$ cat config.mk
export PLATFORM = sky130hd
export DESIGN_NAME = conv1x1_coeff_ctrl_flat
export DESIGN_NICKNAME = d
export VERILOG_FILES = /design/src/rtl/conv1x1_coeff_ctrl_pkg.sv /design/src/rtl/conv1x1_coeff_ctrl_if.sv /design/src/rtl/conv1x1_coeff_ctrl_coeff_bank.sv /design/src/rtl/conv1x1_coeff_ctrl.sv /design/src/flat_wrapper.sv
export SDC_FILE = /design/constraint.sdc
export NUM_CORES = 1
export LEC_CHECK = 0
export CAP_MARGIN = 20
export CELL_PAD_IN_SITES_DETAIL_PLACEMENT = 1
export CELL_PAD_IN_SITES_GLOBAL_PLACEMENT = 1
export CORE_MARGIN = 1.5
export CORE_UTILIZATION = 36
export DETAILED_ROUTE_END_ITERATION = 16
export GPL_TIMING_DRIVEN = 0
export PLACE_DENSITY = 0.83
export SLEW_MARGIN = 10
export SYNTH_ARGS = -nofsm -noshare
export SYNTH_HDL_FRONTEND = slang
export SYNTH_HIERARCHICAL = 1
export SYNTH_SLANG_ARGS = --single-unit
$ cat constraint.sdc
create_clock -name clk -period 2.1 [get_ports clk]
set_clock_uncertainty 0.15 [all_clocks]
set_input_delay 0.315 -clock clk [delete_from_list [all_inputs] [get_ports clk]]
set_output_delay 0.315 -clock clk [all_outputs]
set_load 0.01 [all_outputs]
$ cat src/rtl/conv1x1_coeff_ctrl_pkg.sv
// Shared definitions for the 1x1 coefficient controller: address map,
// FSM encoding and the identity reset pattern for the weight bank.
package conv1x1_coeff_ctrl_pkg;

    localparam int ADDR_W0   = 0;
    localparam int ADDR_B0   = 9;
    localparam int ADDR_LAST = 11;

    typedef enum logic [1:0] {
        ST_IDLE,
        ST_ARMED,
        ST_DRAIN,
        ST_SWAP
    } state_t;

    // Weight k maps to (o = k / ic, i = k % ic); identity has ones on o == i.
    function automatic logic identity_weight(int k, int ic);
        return (k / ic) == (k % ic);
    endfunction

endpackage

$ cat src/rtl/conv1x1_coeff_ctrl_if.sv
// AXI4-Stream link used on both sides of the controller.
interface conv1x1_coeff_ctrl_if #(
    parameter int DATA_W = 48
);
    logic [DATA_W-1:0] tdata;
    logic              tvalid;
    logic              tready;
    logic              tlast;
    logic [2:0]        tuser;

    modport master (output tdata, tvalid, tlast, tuser, input tready);
    modport slave  (input tdata, tvalid, tlast, tuser, output tready);
endinterface

$ cat src/rtl/conv1x1_coeff_ctrl_coeff_bank.sv
// Shadow/active coefficient registers: writes land in shadow, a swap
// strobe copies the whole shadow bank into active in one cycle.
module conv1x1_coeff_ctrl_coeff_bank
    import conv1x1_coeff_ctrl_pkg::*;
#(
    parameter int IC = 3,
    parameter int OC = 3,
    parameter int WW = 8,
    parameter int BW = 16
) (
    input  logic                  clk,
    input  logic                  rst_n,
    input  logic                  wr_en,
    input  logic [3:0]            wr_addr,
    input  logic [15:0]           wr_data,
    input  logic                  swap,
    output logic [WW*IC*OC-1:0]   weights_flat,
    output logic [BW*OC-1:0]      biases_flat
);
    logic [IC*OC-1:0][WW-1:0] w_sh, w_act;
    logic [OC-1:0][BW-1:0]    b_sh, b_act;

    always_ff @(posedge clk or negedge rst_n) begin
        if (!rst_n) begin
            for (int k = 0; k < IC*OC; k++) begin
                w_sh[k]  <= WW'(identity_weight(k, IC));
                w_act[k] <= WW'(identity_weight(k, IC));
            end
            b_sh  <= '0;
            b_act <= '0;
        end else begin
            // Out-of-map addresses match nothing here and are simply dropped.
            for (int k = 0; k < IC*OC; k++)
                if (wr_en && wr_addr == 4'(ADDR_W0 + k)) w_sh[k] <= wr_data[WW-1:0];
            for (int o = 0; o < OC; o++)
                if (wr_en && wr_addr == 4'(ADDR_B0 + o)) b_sh[o] <= wr_data[BW-1:0];
            if (swap) begin
                w_act <= w_sh;
                b_act <= b_sh;
            end
        end
    end

    assign weights_flat = w_act;
    assign biases_flat  = b_act;
endmodule

$ cat src/rtl/conv1x1_coeff_ctrl.sv
// In-line stream gate plus bank-swap sequencer: a committed coefficient set
// becomes active only between frames, after the datapath has emptied.
module conv1x1_coeff_ctrl
    import conv1x1_coeff_ctrl_pkg::*;
#(
    parameter int INPUT_CHANNELS  = 3,
    parameter int OUTPUT_CHANNELS = 3,
    parameter int DATA_WIDTH      = 16,
    parameter int WEIGHT_WIDTH    = 8,
    parameter int BIAS_WIDTH      = 16,
    parameter int CNT_WIDTH       = 16
) (
    input  logic                       clk,
    input  logic                       rst_n,
    input  logic                       cfg_wr_valid,
    output logic                       cfg_wr_ready,
    input  logic [3:0]                 cfg_wr_addr,
    input  logic [15:0]                cfg_wr_data,
    input  logic                       cfg_commit,
    output logic                       cfg_commit_pending,
    output logic                       cfg_err,
    input  logic                       cfg_err_clr,
    conv1x1_coeff_ctrl_if.slave        s_axis,
    conv1x1_coeff_ctrl_if.master       m_axis,
    input  logic                       dp_out_tvalid,
    input  logic                       dp_out_tready,
    output logic [WEIGHT_WIDTH*INPUT_CHANNELS*OUTPUT_CHANNELS-1:0] weights_flat,
    output logic [BIAS_WIDTH*OUTPUT_CHANNELS-1:0]                  biases_flat,
    output logic [CNT_WIDTH-1:0]       swap_count
);
    localparam int TDATA_W = DATA_WIDTH * INPUT_CHANNELS;

    state_t     state;
    logic       hold_q, sof_block_q;
    logic [1:0] inflight;
    logic       gate, m_hs, dp_hs, wr_fire, swap;

    // In ARMED only an SOF beat is blocked; ordinary beats keep flowing.
    assign gate          = hold_q | (sof_block_q & s_axis.tvalid & s_axis.tuser[0]);
    assign m_axis.tdata  = TDATA_W'(s_axis.tdata);
    assign m_axis.tlast  = s_axis.tlast;
    assign m_axis.tuser  = s_axis.tuser;
    assign m_axis.tvalid = s_axis.tvalid & ~gate;
    assign s_axis.tready = m_axis.tready & ~gate;

    assign m_hs    = m_axis.tvalid & m_axis.tready;
    assign dp_hs   = dp_out_tvalid & dp_out_tready;
    assign wr_fire = cfg_wr_valid & cfg_wr_ready;
    assign swap    = (state == ST_SWAP);

    always_ff @(posedge clk or negedge rst_n) begin
        if (!rst_n) begin
            state              <= ST_IDLE;
            cfg_wr_ready       <= 1'b1;
            cfg_commit_pending <= 1'b0;
            hold_q             <= 1'b0;
            sof_block_q        <= 1'b0;
        end else begin
            case (state)
                ST_IDLE: if (cfg_commit) begin
                    state              <= ST_ARMED;
                    cfg_wr_ready       <= 1'b0;
                    cfg_commit_pending <= 1'b1;
                    sof_block_q        <= 1'b1;
                end
                ST_ARMED: if (s_axis.tvalid && s_axis.tuser[0]) begin
                    state       <= ST_DRAIN;
                    sof_block_q <= 1'b0;
                    hold_q      <= 1'b1;
                end
                ST_DRAIN: if (inflight == 2'd0) state <= ST_SWAP;
                ST_SWAP: begin
                    state              <= ST_IDLE;
                    hold_q             <= 1'b0;
                    cfg_wr_ready       <= 1'b1;
                    cfg_commit_pending <= 1'b0;
                end
                default: state <= ST_IDLE;
            endcase
        end
    end

    always_ff @(posedge clk or negedge rst_n) begin
        if (!rst_n) begin
            inflight   <= '0;
            swap_count <= '0;
            cfg_err    <= 1'b0;
        end else begin
            if (m_hs && !dp_hs)      inflight <= inflight + 2'd1;
            else if (dp_hs && !m_hs) inflight <= inflight - 2'd1;
            if (swap) swap_count <= swap_count + 1'b1;
            // A new error wins over a simultaneous clear.
            if (wr_fire && cfg_wr_addr > 4'(ADDR_LAST)) cfg_err <= 1'b1;
            else if (cfg_err_clr)                       cfg_err <= 1'b0;
        end
    end

    a_inflight_ovf: assert property (@(posedge clk) disable iff (!rst_n)
        !(m_hs && !dp_hs && inflight == 2'd3));
    a_inflight_udf: assert property (@(posedge clk) disable iff (!rst_n)
        !(dp_hs && !m_hs && inflight == 2'd0));

    conv1x1_coeff_ctrl_coeff_bank #(
        .IC(INPUT_CHANNELS), .OC(OUTPUT_CHANNELS), .WW(WEIGHT_WIDTH), .BW(BIAS_WIDTH)
    ) u_bank (
        .clk          (clk),
        .rst_n        (rst_n),
        .wr_en        (wr_fire),
        .wr_addr      (cfg_wr_addr),
        .wr_data      (cfg_wr_data),
        .swap         (swap),
        .weights_flat (weights_flat),
        .biases_flat  (biases_flat)
    );
endmodule
$ cat src/flat_wrapper.sv
// flat-port wrapper written by rule: the top's interface ports become plain ports
module conv1x1_coeff_ctrl_flat import conv1x1_coeff_ctrl_pkg::*;
#(
    parameter int INPUT_CHANNELS  = 3,
    parameter int OUTPUT_CHANNELS = 3,
    parameter int DATA_WIDTH      = 16,
    parameter int WEIGHT_WIDTH    = 8,
    parameter int BIAS_WIDTH      = 16,
    parameter int CNT_WIDTH       = 16
)
  (clk, rst_n, cfg_wr_valid, cfg_wr_ready, cfg_wr_addr, cfg_wr_data, cfg_commit, cfg_commit_pending, cfg_err, cfg_err_clr, dp_out_tvalid, dp_out_tready, weights_flat, biases_flat, swap_count, s_axis_tdata, s_axis_tvalid, s_axis_tlast, s_axis_tuser, s_axis_tready, m_axis_tdata, m_axis_tvalid, m_axis_tlast, m_axis_tuser, m_axis_tready);
  conv1x1_coeff_ctrl_if s_axis_i ();
  conv1x1_coeff_ctrl_if m_axis_i ();
  input  logic clk;
  input  logic rst_n;
  input  logic cfg_wr_valid;
  output logic cfg_wr_ready;
  input  logic [3:0] cfg_wr_addr;
  input  logic [15:0] cfg_wr_data;
  input  logic cfg_commit;
  output logic cfg_commit_pending;
  output logic cfg_err;
  input  logic cfg_err_clr;
  input  logic dp_out_tvalid;
  input  logic dp_out_tready;
  output logic [WEIGHT_WIDTH*INPUT_CHANNELS*OUTPUT_CHANNELS-1:0] weights_flat;
  output logic [BIAS_WIDTH*OUTPUT_CHANNELS-1:0] biases_flat;
  output logic [CNT_WIDTH-1:0] swap_count;
  input wire logic [$bits(s_axis_i.tdata)-1:0] s_axis_tdata;
  input wire logic [$bits(s_axis_i.tvalid)-1:0] s_axis_tvalid;
  input wire logic [$bits(s_axis_i.tlast)-1:0] s_axis_tlast;
  input wire logic [$bits(s_axis_i.tuser)-1:0] s_axis_tuser;
  output wire logic [$bits(s_axis_i.tready)-1:0] s_axis_tready;
  output wire logic [$bits(m_axis_i.tdata)-1:0] m_axis_tdata;
  output wire logic [$bits(m_axis_i.tvalid)-1:0] m_axis_tvalid;
  output wire logic [$bits(m_axis_i.tlast)-1:0] m_axis_tlast;
  output wire logic [$bits(m_axis_i.tuser)-1:0] m_axis_tuser;
  input wire logic [$bits(m_axis_i.tready)-1:0] m_axis_tready;
  assign s_axis_i.tdata = s_axis_tdata;
  assign s_axis_i.tvalid = s_axis_tvalid;
  assign s_axis_i.tlast = s_axis_tlast;
  assign s_axis_i.tuser = s_axis_tuser;
  assign s_axis_tready = s_axis_i.tready;
  assign m_axis_tdata = m_axis_i.tdata;
  assign m_axis_tvalid = m_axis_i.tvalid;
  assign m_axis_tlast = m_axis_i.tlast;
  assign m_axis_tuser = m_axis_i.tuser;
  assign m_axis_i.tready = m_axis_tready;
  conv1x1_coeff_ctrl #(.INPUT_CHANNELS(INPUT_CHANNELS), .OUTPUT_CHANNELS(OUTPUT_CHANNELS), .DATA_WIDTH(DATA_WIDTH), .WEIGHT_WIDTH(WEIGHT_WIDTH), .BIAS_WIDTH(BIAS_WIDTH), .CNT_WIDTH(CNT_WIDTH)) u_core (.clk(clk), .rst_n(rst_n), .cfg_wr_valid(cfg_wr_valid), .cfg_wr_ready(cfg_wr_ready), .cfg_wr_addr(cfg_wr_addr), .cfg_wr_data(cfg_wr_data), .cfg_commit(cfg_commit), .cfg_commit_pending(cfg_commit_pending), .cfg_err(cfg_err), .cfg_err_clr(cfg_err_clr), .s_axis(s_axis_i), .m_axis(m_axis_i), .dp_out_tvalid(dp_out_tvalid), .dp_out_tready(dp_out_tready), .weights_flat(weights_flat), .biases_flat(biases_flat), .swap_count(swap_count));
endmodule
Word level (Yosys, flattened, before mapping)

Index checks and enable logic that the tools add are counted.

Bitwise logic cells: 9
Multiplexer cells: 16
Magnitude comparators: 1
Reductions and logical operators: 30
Equality and inequality tests: 17
Add/sub/neg operators: 3

Operator list:

| operator                                                                | number |
|---|---|
| 16-bit by 1-bit adder with 16-bit output, second input constant         | 1 |
| 4-bit by 3-bit equality test with 1-bit output, second input constant   | 4 |
| 4-bit equality test, second input constant                              | 4 |
| 1-bit logical AND                                                       | 16 |
| 2-bit two-way mux                                                       | 5 |
| 2-bit nonzero test                                                      | 5 |
| 4-bit by 2-bit equality test with 1-bit output, second input constant   | 2 |
| 1-bit one-hot mux with 2 select lines                                   | 4 |
| 2-bit one-hot mux with 4 select lines                                   | 1 |
| 1-bit bitwise AND                                                       | 7 |
| 1-bit two-way mux                                                       | 6 |
| 3-bit AND reduction                                                     | 2 |
| 2-bit equality test, second input constant                              | 2 |
| 4-bit by 1-bit equality test with 1-bit output, second input constant   | 1 |
| 4-bit > comparator, second input constant                               | 1 |
| 2-bit zero test                                                         | 2 |
| 4-bit zero test                                                         | 1 |
| 2-bit by 1-bit inequality test with 1-bit output, second input constant | 2 |
| 2-bit AND reduction                                                     | 2 |
| 2-bit by 1-bit adder with 2-bit output, second input constant           | 1 |
| 2-bit by 1-bit equality test with 1-bit output, second input constant   | 1 |
| 1-bit zero test                                                         | 2 |
| 2-bit inequality test, second input constant                            | 1 |
| 2-bit by 1-bit subtractor with 2-bit output, second input constant      | 1 |
| 2 further kinds                                                         | 2 |

Bits in registers: 265
Word-level logic and storage cells: 108
Input port bits: 81
Output and inout bits: 193

Depth between registers and ports, before layout

Gate-level depths: netlist (run 1).

Word-level depth: 10
Mapped depth: 7
Gate-level depth less buffers: 7

Hierarchy

Netlist (run 1), hierarchy kept.

By module, submodules not included:

| module                        | area each (sq um) | cells each | sequential area each (sq um) | instances |
|---|---|---|---|---|
| conv1x1_coeff_ctrl_coeff_bank | 9,053.7           | 526        | 6,013.3                      | 1 |
| conv1x1_coeff_ctrl            | 1,670.4           | 164        | 626.9                        | 1 |

Worst setup path before layout (run 1)

No wires, ideal clock.

Kind: register to register
From: register u_core.cfg_wr_ready
To: register u_core/u_bank/w_sh[28] (netlist bit)
Cell stages (with the launch flop): 6
Period minus slack after synthesis: 2.026 ns
Path slack: 0.074 ns
Required time: 1.825 ns
Path buffers: 1
Setup time: 0.125 ns
Arrival time: 1.751 ns
Cell sequence: dfstp_2 and2_1 nor3b_4 nor2b_1 buf_4 mux2_2

Word-level cells in the longest chain between the ends: 2

RTL lines:

| item                          | line                                | RTL |
|---|---|---|
| start, declared               | conv1x1_coeff_ctrl.sv:16            | `output logic cfg_wr_ready,` |
| start signal, assigned        | conv1x1_coeff_ctrl.sv:54            | `cfg_wr_ready <= 1'b1;` |
| start signal, assigned        | conv1x1_coeff_ctrl.sv:62            | `cfg_wr_ready <= 1'b0;` |
| start signal, assigned        | conv1x1_coeff_ctrl.sv:75            | `cfg_wr_ready <= 1'b1;` |
| 1-bit bitwise AND             | conv1x1_coeff_ctrl.sv:48            | `assign wr_fire = cfg_wr_valid & cfg_wr_ready;` |
| via u_core.wr_fire            | conv1x1_coeff_ctrl.sv:36            | `logic gate, m_hs, dp_hs, wr_fire, swap;` |
| 1-bit logical AND             | conv1x1_coeff_ctrl_coeff_bank.sv:34 | `if (wr_en && wr_addr == 4'(ADDR_W0 + k)) w_sh[k] <= wr_data[WW-1:0];` |
| end signal, assigned by index | conv1x1_coeff_ctrl_coeff_bank.sv:26 | `w_sh[k] <= WW'(identity_weight(k, IC));` |
| end signal, assigned by index | conv1x1_coeff_ctrl_coeff_bank.sv:34 |  |
| end, declared                 | conv1x1_coeff_ctrl_coeff_bank.sv:20 | `logic [IC*OC-1:0][WW-1:0] w_sh, w_act;` |

The timed path passes the listed nets, and every way through them passes these cells.
A chain may end at the register's enable or synchronous reset.

Worst setup path in the final report (run 1)

From: input port s_axis_tuser[0]
To: output port m_axis_tuser[0]

RTL lines:

| item            | line               | RTL |
|---|---|---|
| start, declared | flat_wrapper.sv:32 | `input wire logic [$bits(s_axis_i.tuser)-1:0] s_axis_tuser;` |
| end, declared   | flat_wrapper.sv:37 | `output wire logic [$bits(m_axis_i.tuser)-1:0] m_axis_tuser;` |

No word-level cell between the ends.

==> impl_metrics.py, run 1 <==
metrics = {
    "cells_and_area": {
        "utilization_pct": 49.24,
        "stdcell_area_sq_um": 14520,
        "syn_to_final_growth_pct": 35.35,
        "fin_nets": 1038,
        "drive_above_1_share_pct": 40.49,
    },
    "route": {
        "routed_via_density": 4.715,
        "drc": 0,
        "routed_wl_um": 26840,
        "vias": 6436,
        "drtPass1Iterations": 4,
        "drt_iter0_markers": 214,
        "wl_per_cell_um": 19.66,
        "antenna_left": 0,
    },
    "worst_setup_path": {
        "required_ns": 1.63,
        "critical_path_class": "in -> out",
        "critPathCaptureType": "primary output",
        "cp_max_fo": 7,
        "critical-path-max-stage-delay_ns": 0.60,
        "crit_chain": "clkdlybuf4s50_1 -> buf_4 -> clkdlybuf4s50_1",
        "critPathSlowestCell": "clkdlybuf4s50_1",
        "critPathArrivalTime_ns": 1.58,
        "cp-start-kind": "input pin",
        "rr_worst_depth": 4,
        "cp_common_cell": "clkdlybuf4s50_1",
    },
    "sta": {
        "min_period_over_period_pct": 97.56,
        "max_freq_ghz": 0.4881,
        "fin_crit_ns": 2.049,
        "setup_tns_ns": 0,
        "maxSlewViolCount": 0,
        "slew-limit-headroom_pct": 34.97,
        "worst_slew_pin_slew_ns": 0.9755,
        "rsz0062_at_grt": "false",
        "setup_viol": 0,
        "hold_violations": 0,
    },
    "synth": {
        "syn-instance-count": 690,
        "synth_top_area_cell": "dfrtp_1",
        "yosys_warnings": 6,
        "synth_seq_area_share_pct": 61.92,
        "synth_fp_nets": 777,
        "synthArstFlopShare_pct": 100.0,
        "ys_seq_elements": 265,
        "synth_area_leaders": "dfrtp_1 (60%), mux2_2 (25%), buf_4 (3.9%)",
        "synth_top_area_share_pct": 60.20,
        "synth_flop_cell": "dfrtp_1",
        "synth-edff-count": 0,
        "synth_cell_types": 40,
        "netlist_area_sq_um": 10720,
        "synth.avg_cell_area_sq_um": 15.54,
    },
    "power_and_ir_drop": {
        "p_total_mw": 19.65,
        "intPower_mw": 13.95,
        "powerDensity_nw_per_um2": 1354,
        "sequentialPowerShare_pct": 41.9,
        "clkPwrFrac_pct": 24.8,
        "max-vdd-ir-drop_v": 0.0007549,
        "p_switching_mw": 5.699,
        "total_leakage_power_nw": 6.732,
        "combPwrFrac_pct": 33.3,
        "switching_share_pct": 29.01,
    },
    "placement": {
        "hpwl_um": 18090,
        "gp_congestion": 0.7620,
        "port_buffers": 222,
        "dpl_cell_area_sq_um": 13490,
    },
    "floorplan": {
        "rows": 63,
        "dieWidth_um": 175.6,
        "initial_utilization_pct": 36.38,
        "coreArea_sq_um": 29480,
        "dieArea_sq_um": 30830,
        "io_pins": 274,
        "die_y_um": 175.6,
    },
    "clock_tree": {
        "root_buffer": "clkbuf_16",
        "clkTransAtPathRegs_ns": 0.06,
        "tritoncts": "yes",
        "numClockSinks": 265,
        "clk_path_buf_depth": 3,
        "insertion_delay_ns": 0.53,
        "h-tree-depth": 1,
        "cts_buffers": 29,
    },
    "global_route": {
        "track_usage_pct": 17.45,
        "grt_pass1_vias": 7051,
        "antenna_found_initial": 4,
        "grt_pass1_wl_um": 41390,
        "grt_max_degree": 112,
        "overflow": 0,
    },
    "outcome": {
        "status": "finished clean",
    },
    "worst_hold_path": {
        "hp-class": "in -> async",
    },
    "job": {
        "max_cap_viol_count": 0,
    },
}
## flip-flops by register name, indices dropped and copies added (netlist names), 2 cells and up
| signal | count |
|---|---|
| u_core/u_bank/biases_flat | 48 |
| u_core/inflight | 2 |
| u_core/swap_count | 16 |
| u_core/state | 2 |
| u_core/u_bank/weights_flat | 72 |
| u_core/u_bank/w_sh | 72 |
| u_core/u_bank/b_sh | 48 |
## layout make-up
| class | count | area (sq um) |
|---|---|---|
| well taps | 390 | 488.0 |
| clock buffers | 46 | 849.6 |
| plain buffers | 81 | 568.0 |
| diodes | 2 | 5.005 |
| multi-input cells | 339 | 3543 |
| clock inverters | 7 | 63.81 |
| repair buffers | 230 | 2333 |
| inverters | 5 | 18.77 |
| fillers | 2926 | 14970 |
| flip-flops and latches | 265 | 6645 |
## stage by stage
step	hold slack, ns	setup slack, ns	cells
finish	0.1939	0.05129	1365
global route	0.2204	0.005537	1364
CTS	0.1811	0.003099	1363
detailed placement	0.1707	-0.4932	1304
global placement	0.3091	-10.66	1302
floorplan	-0.1306	0.07429	690
## worst paths after layout
kind,start,end,slack [ns]
max reg2reg,u_core/cfg_wr_ready$_DFFE_PN1P_,u_core/u_bank/w_sh[61]$_DFFE_PN0P_,0.08
min reg2reg,u_core/swap_count[15]$_DFFE_PN0P_,u_core/swap_count[15]$_DFFE_PN0P_,0.34
min,rst_n,u_core/u_bank/biases_flat[12]$_DFFE_PN0P_,0.19
min in group clk,cfg_err_clr,u_core/cfg_err$_DFFE_PN0P_,0.27
max,s_axis_tuser[0],m_axis_tuser[0],0.05
max in group asynchronous,rst_n,u_core/u_bank/weights_flat[40]$_DFFE_PN0P_,0.27
## worst max-delay path, delay by kind of cell
kind	cells	cell delay (ns)
buf+inv	3	1.27
## kinds of logic (layout without fill, tap and decap cells)
family | after synthesis | count (layout) | share of synthesized area, %
XOR/XNOR | 18 | 18 | 1.470
AO/OA/AOI/OAI | 10 | 10 | 0.6651
buffers and inverters | 86 | 369 | 5.367
other | 0 | 2 | 0
multiplexers | 242 | 242 | 25.69
adder cells (fa/ha/maj) | 6 | 6 | 0.7000
flip-flops | 265 | 265 | 61.92
AND/OR/NAND/NOR | 63 | 63 | 4.189
## timing repair
action | CTS | global route
cloned | 0 | 0
pin swaps | 2 | 0
resized for setup | 11 | 12
endpoints found under the hold margin | 74 | 0
hold buffers | 1 | 0
setup buffers | 5 | 0
endpoints found under the setup margin | 207 | 69
## cell usage in the layout (no fill, tap or decap), types with 2 or more instances in the layout
cell type and n:
nor2_2 3, nor2_4 3, nand2b_1 3, inv_1 5, nand2_1 11, clkbuf_1 21
clkbuf_4 3, or3_1 2, nand3_1 5, dfrtp_2 4, diode_2 2, dlygate4sd2_1 3
dfstp_2 7, clkdlybuf4s50_1 215, nand4_1 5, buf_16 2, dlymetal6s2s_1 3, buf_2 7
and3_1 2, dfrtp_1 254, buf_6 4, buf_4 62, mux2_2 234, mux2_4 8
o21ai_0 2, ha_1 6, clkbuf_8 6, xor2_1 13, nand4_2 2, nor4_2 3
nor2_1 7, nand3b_4 4, xnor2_1 5, clkinv_2 5, a21oi_1 2, nor3_1 4
clkbuf_16 29, nor2b_1 2
## cell usage after synthesis (3+ instances only)
library cell / number
dfstp_2: 7
buf_4: 56
nor2_2: 6
inv_1: 5
xnor2_1: 5
ha_1: 6
nor4_2: 3
nor2_1: 7
nand2b_1: 3
buf_2: 10
nand2_1: 11
clkbuf_1: 11
dfrtp_1: 258
nand4_1: 5
nor3_1: 4
mux2_4: 8
buf_6: 4
nand3_1: 5
mux2_2: 234
xor2_1: 13
## power groups by stage
stage                     registers [mW]  logic (mW)  clock network, mW
final                               8.23        6.55               4.87
after global placement              8.19        6.34                  0
after floorplan                     8.41        3.20                  0
after global routing                8.51        7.00               5.21
after CTS                           8.25        6.65               5.02
after detailed placement            8.29        6.57                  0
## routing by layer
| metal | global-route usage, % | vias to the layer above | routed length [um] |
|---|---|---|---|
| met5 | 0 | - | 30 |
| met4 | 4.736 | 4 | 536 |
| met3 | 4.091 | 36 | 1400 |
| met2 | 30.50 | 161 | 13900 |
| met1 | 21.57 | 3353 | 10970 |
| li1 | - | 2882 | - |
(Power assumes the default switching activity.)
==> run 2, diff against run 1 <==
CORE_MARGIN = default   (was 1.5)
==> impl_metrics.py, run 2 (synthesis results as in run 1) <==
metrics = {
    "outcome": {
        "status": "finished clean",
    },
    "clock_tree": {
        "root_buffer": "clkbuf_16",
        "cts_buffers": 28,
        "insertion_delay_ns": 0.54,
        "clkTransAtPathRegs_ns": 0.06,
        "clk_path_buf_depth": 3,
        "numClockSinks": 265,
        "tritoncts": "yes",
        "h-tree-depth": 1,
    },
    "global_route": {
        "track_usage_pct": 18.29,
        "antenna_found_initial": 1,
        "grt_max_degree": 88,
        "overflow": 0,
        "grt_pass1_wl_um": 42940,
        "grt_pass1_vias": 7169,
    },
    "route": {
        "drc": 0,
        "drtPass1Iterations": 4,
        "routed_via_density": 4.738,
        "wl_per_cell_um": 20.17,
        "drt_iter0_markers": 207,
        "routed_wl_um": 27390,
        "antenna_left": 0,
        "vias": 6434,
    },
    "worst_setup_path": {
        "cp_max_fo": 2,
        "regToRegSetupSlack_ns": 0.07,
        "critPathTopFamily": "flip-flops",
        "worst-path-buf-inv": 1,
        "critPathSlowestCell": "dfstp_2",
        "critPathArrivalTime_ns": 1.57,
        "required_ns": 1.63,
        "r2r_end": "u_core/u_bank/biases_flat[12]$_DFFE_PN0P_",
        "critical-path-max-stage-delay_ns": 0.52,
        "crit_chain": "clkdlybuf4s50_1",
        "critical_path_class": "reg -> out",
        "cp-start-kind": "register",
        "critPathCaptureType": "primary output",
        "worstReg2RegStart": "u_core/state[0]$_DFFE_PN0P_",
        "rr_worst_depth": 4,
    },
    "cells_and_area": {
        "n_fill_cell": 2909,
        "final_cell_mix": "dfrtp_1 (255), mux2_2 (234), clkdlybuf4s50_1 (215)",
        "drive_above_1_share_pct": 41.32,
        "ff_latch_area_sq_um": 6644,
        "fin_nets": 1038,
        "final_common_cell": "dfrtp_1",
        "stdcell_area_sq_um": 14520,
        "multi_input_area_sq_um": 3537,
        "syn_to_final_growth_pct": 35.43,
    },
    "floorplan": {
        "io_pins": 274,
        "dieArea_sq_um": 30480,
        "initial_utilization_pct": 36.96,
        "die_y_um": 174.6,
        "dieWidth_um": 174.6,
        "coreArea_sq_um": 29010,
        "rows": 62,
    },
    "sta": {
        "fin_crit_ns": 2.032,
        "setup_tns_ns": 0,
        "hold_violations": 0,
        "maxSlewViolCount": 0,
        "min_period_over_period_pct": 96.75,
        "rsz0062_at_grt": "true",
        "setup_viol": 0,
        "whs_ns": 0.09757,
        "max_freq_ghz": 0.4922,
        "slew-limit-headroom_pct": 31.97,
        "worst_slew_pin_slew_ns": 1.020,
    },
    "placement": {
        "gp_congestion": 0.7335,
        "port_buffers": 222,
        "hpwl_um": 18640,
        "dpl_cell_area_sq_um": 13510,
    },
    "worst_hold_path": {
        "hp-class": "in -> reg",
        "hold_depth": 3,
        "hold_start": "s_axis_tuser[0]",
        "hold-path-endpoint": "u_core/sof_block_q$_DFFE_PN0P_",
    },
    "job": {
        "max_cap_viol_count": 0,
    },
    "power_and_ir_drop": {
        "powerDensity_nw_per_um2": 1350,
        "total_leakage_power_nw": 6.744,
        "max-vdd-ir-drop_v": 0.0007738,
        "p_total_mw": 19.61,
    },
}
run 2: what timing repair did:
item,CTS,global route
setup buffers,5,0
gates resized for setup,8,10
hold endpoints to repair,139,0
pin swaps,3,0
hold buffers,1,0
endpoints found under the setup margin,185,76
run 2: worst min-delay path, stage by stage:
cell            delay, ns
dlymetal6s2s_1       0.19
nand4_1              0.12
o2bb2ai_1            0.11
run 2: worst max-delay path by stage:
stage | from | to | slack [ns] | cells after the start
floorplan | u_core/cfg_wr_ready$_DFFE_PN1P_ | u_core/u_bank/w_sh[28]$_DFFE_PN0P_ | 0.07 | 5
global placement | rst_n | u_core/inflight[0]$_DFFE_PN0P_ | -10.58 | 1
detailed placement | cfg_wr_valid | u_core/u_bank/b_sh[9]$_DFFE_PN0P_ | -0.53 | 6
CTS | u_core/swap_count[5]$_DFFE_PN0P_ | swap_count[5] | 0.004 | 1
global route | u_core/state[0]$_DFFE_PN0P_ | u_core/u_bank/biases_flat[24]$_DFFE_PN0P_ | -0.04 | 4
finish | u_core/u_bank/weights_flat[0]$_DFFE_PN1P_ | weights_flat[0] | 0.07 | 1
run 2: routing by layer:
metal / part of all wire [%] / track usage (%) / vias to the layer above
met5: 0 / 0 / -
met4: 2.8 / 5.616 / 0
met3: 4.4 / 2.785 / 42
met2: 53 / 33.08 / 167
met1: 40 / 22.37 / 3335
li1: - / - / 2890
run 2: cell type report:
cell class / count / area share (%)
Timing Repair Buffer: 231 / 16.26
Antenna cell: 1 / 0.01723
Clock inverter: 14 / 0.7581
Sequential cell: 265 / 45.74
Tap cell: 384 / 3.308
Clock buffer: 38 / 5.565
Multi-Input combinational cell: 339 / 24.35
Buffer: 81 / 3.868
Inverter: 5 / 0.1292
run 2: through the flow:
stage                     worst slack [ns]  std cells  utilization, %
after floorplan                    0.07429        690               -
after global placement              -10.58       1296           46.28
after detailed placement           -0.5272       1299           46.58
after CTS                         0.004080       1357           49.96
after global routing              -0.04254       1358           50.06
final                              0.06829       1358           50.06
run 2: report_power, final:
group | switching [mW] | internal (mW) | leakage [nW]
Clock | 2.01 | 2.82 | 0.467
Sequential | 1.11 | 7.10 | 3.41
Combinational | 2.62 | 3.95 | 2.86
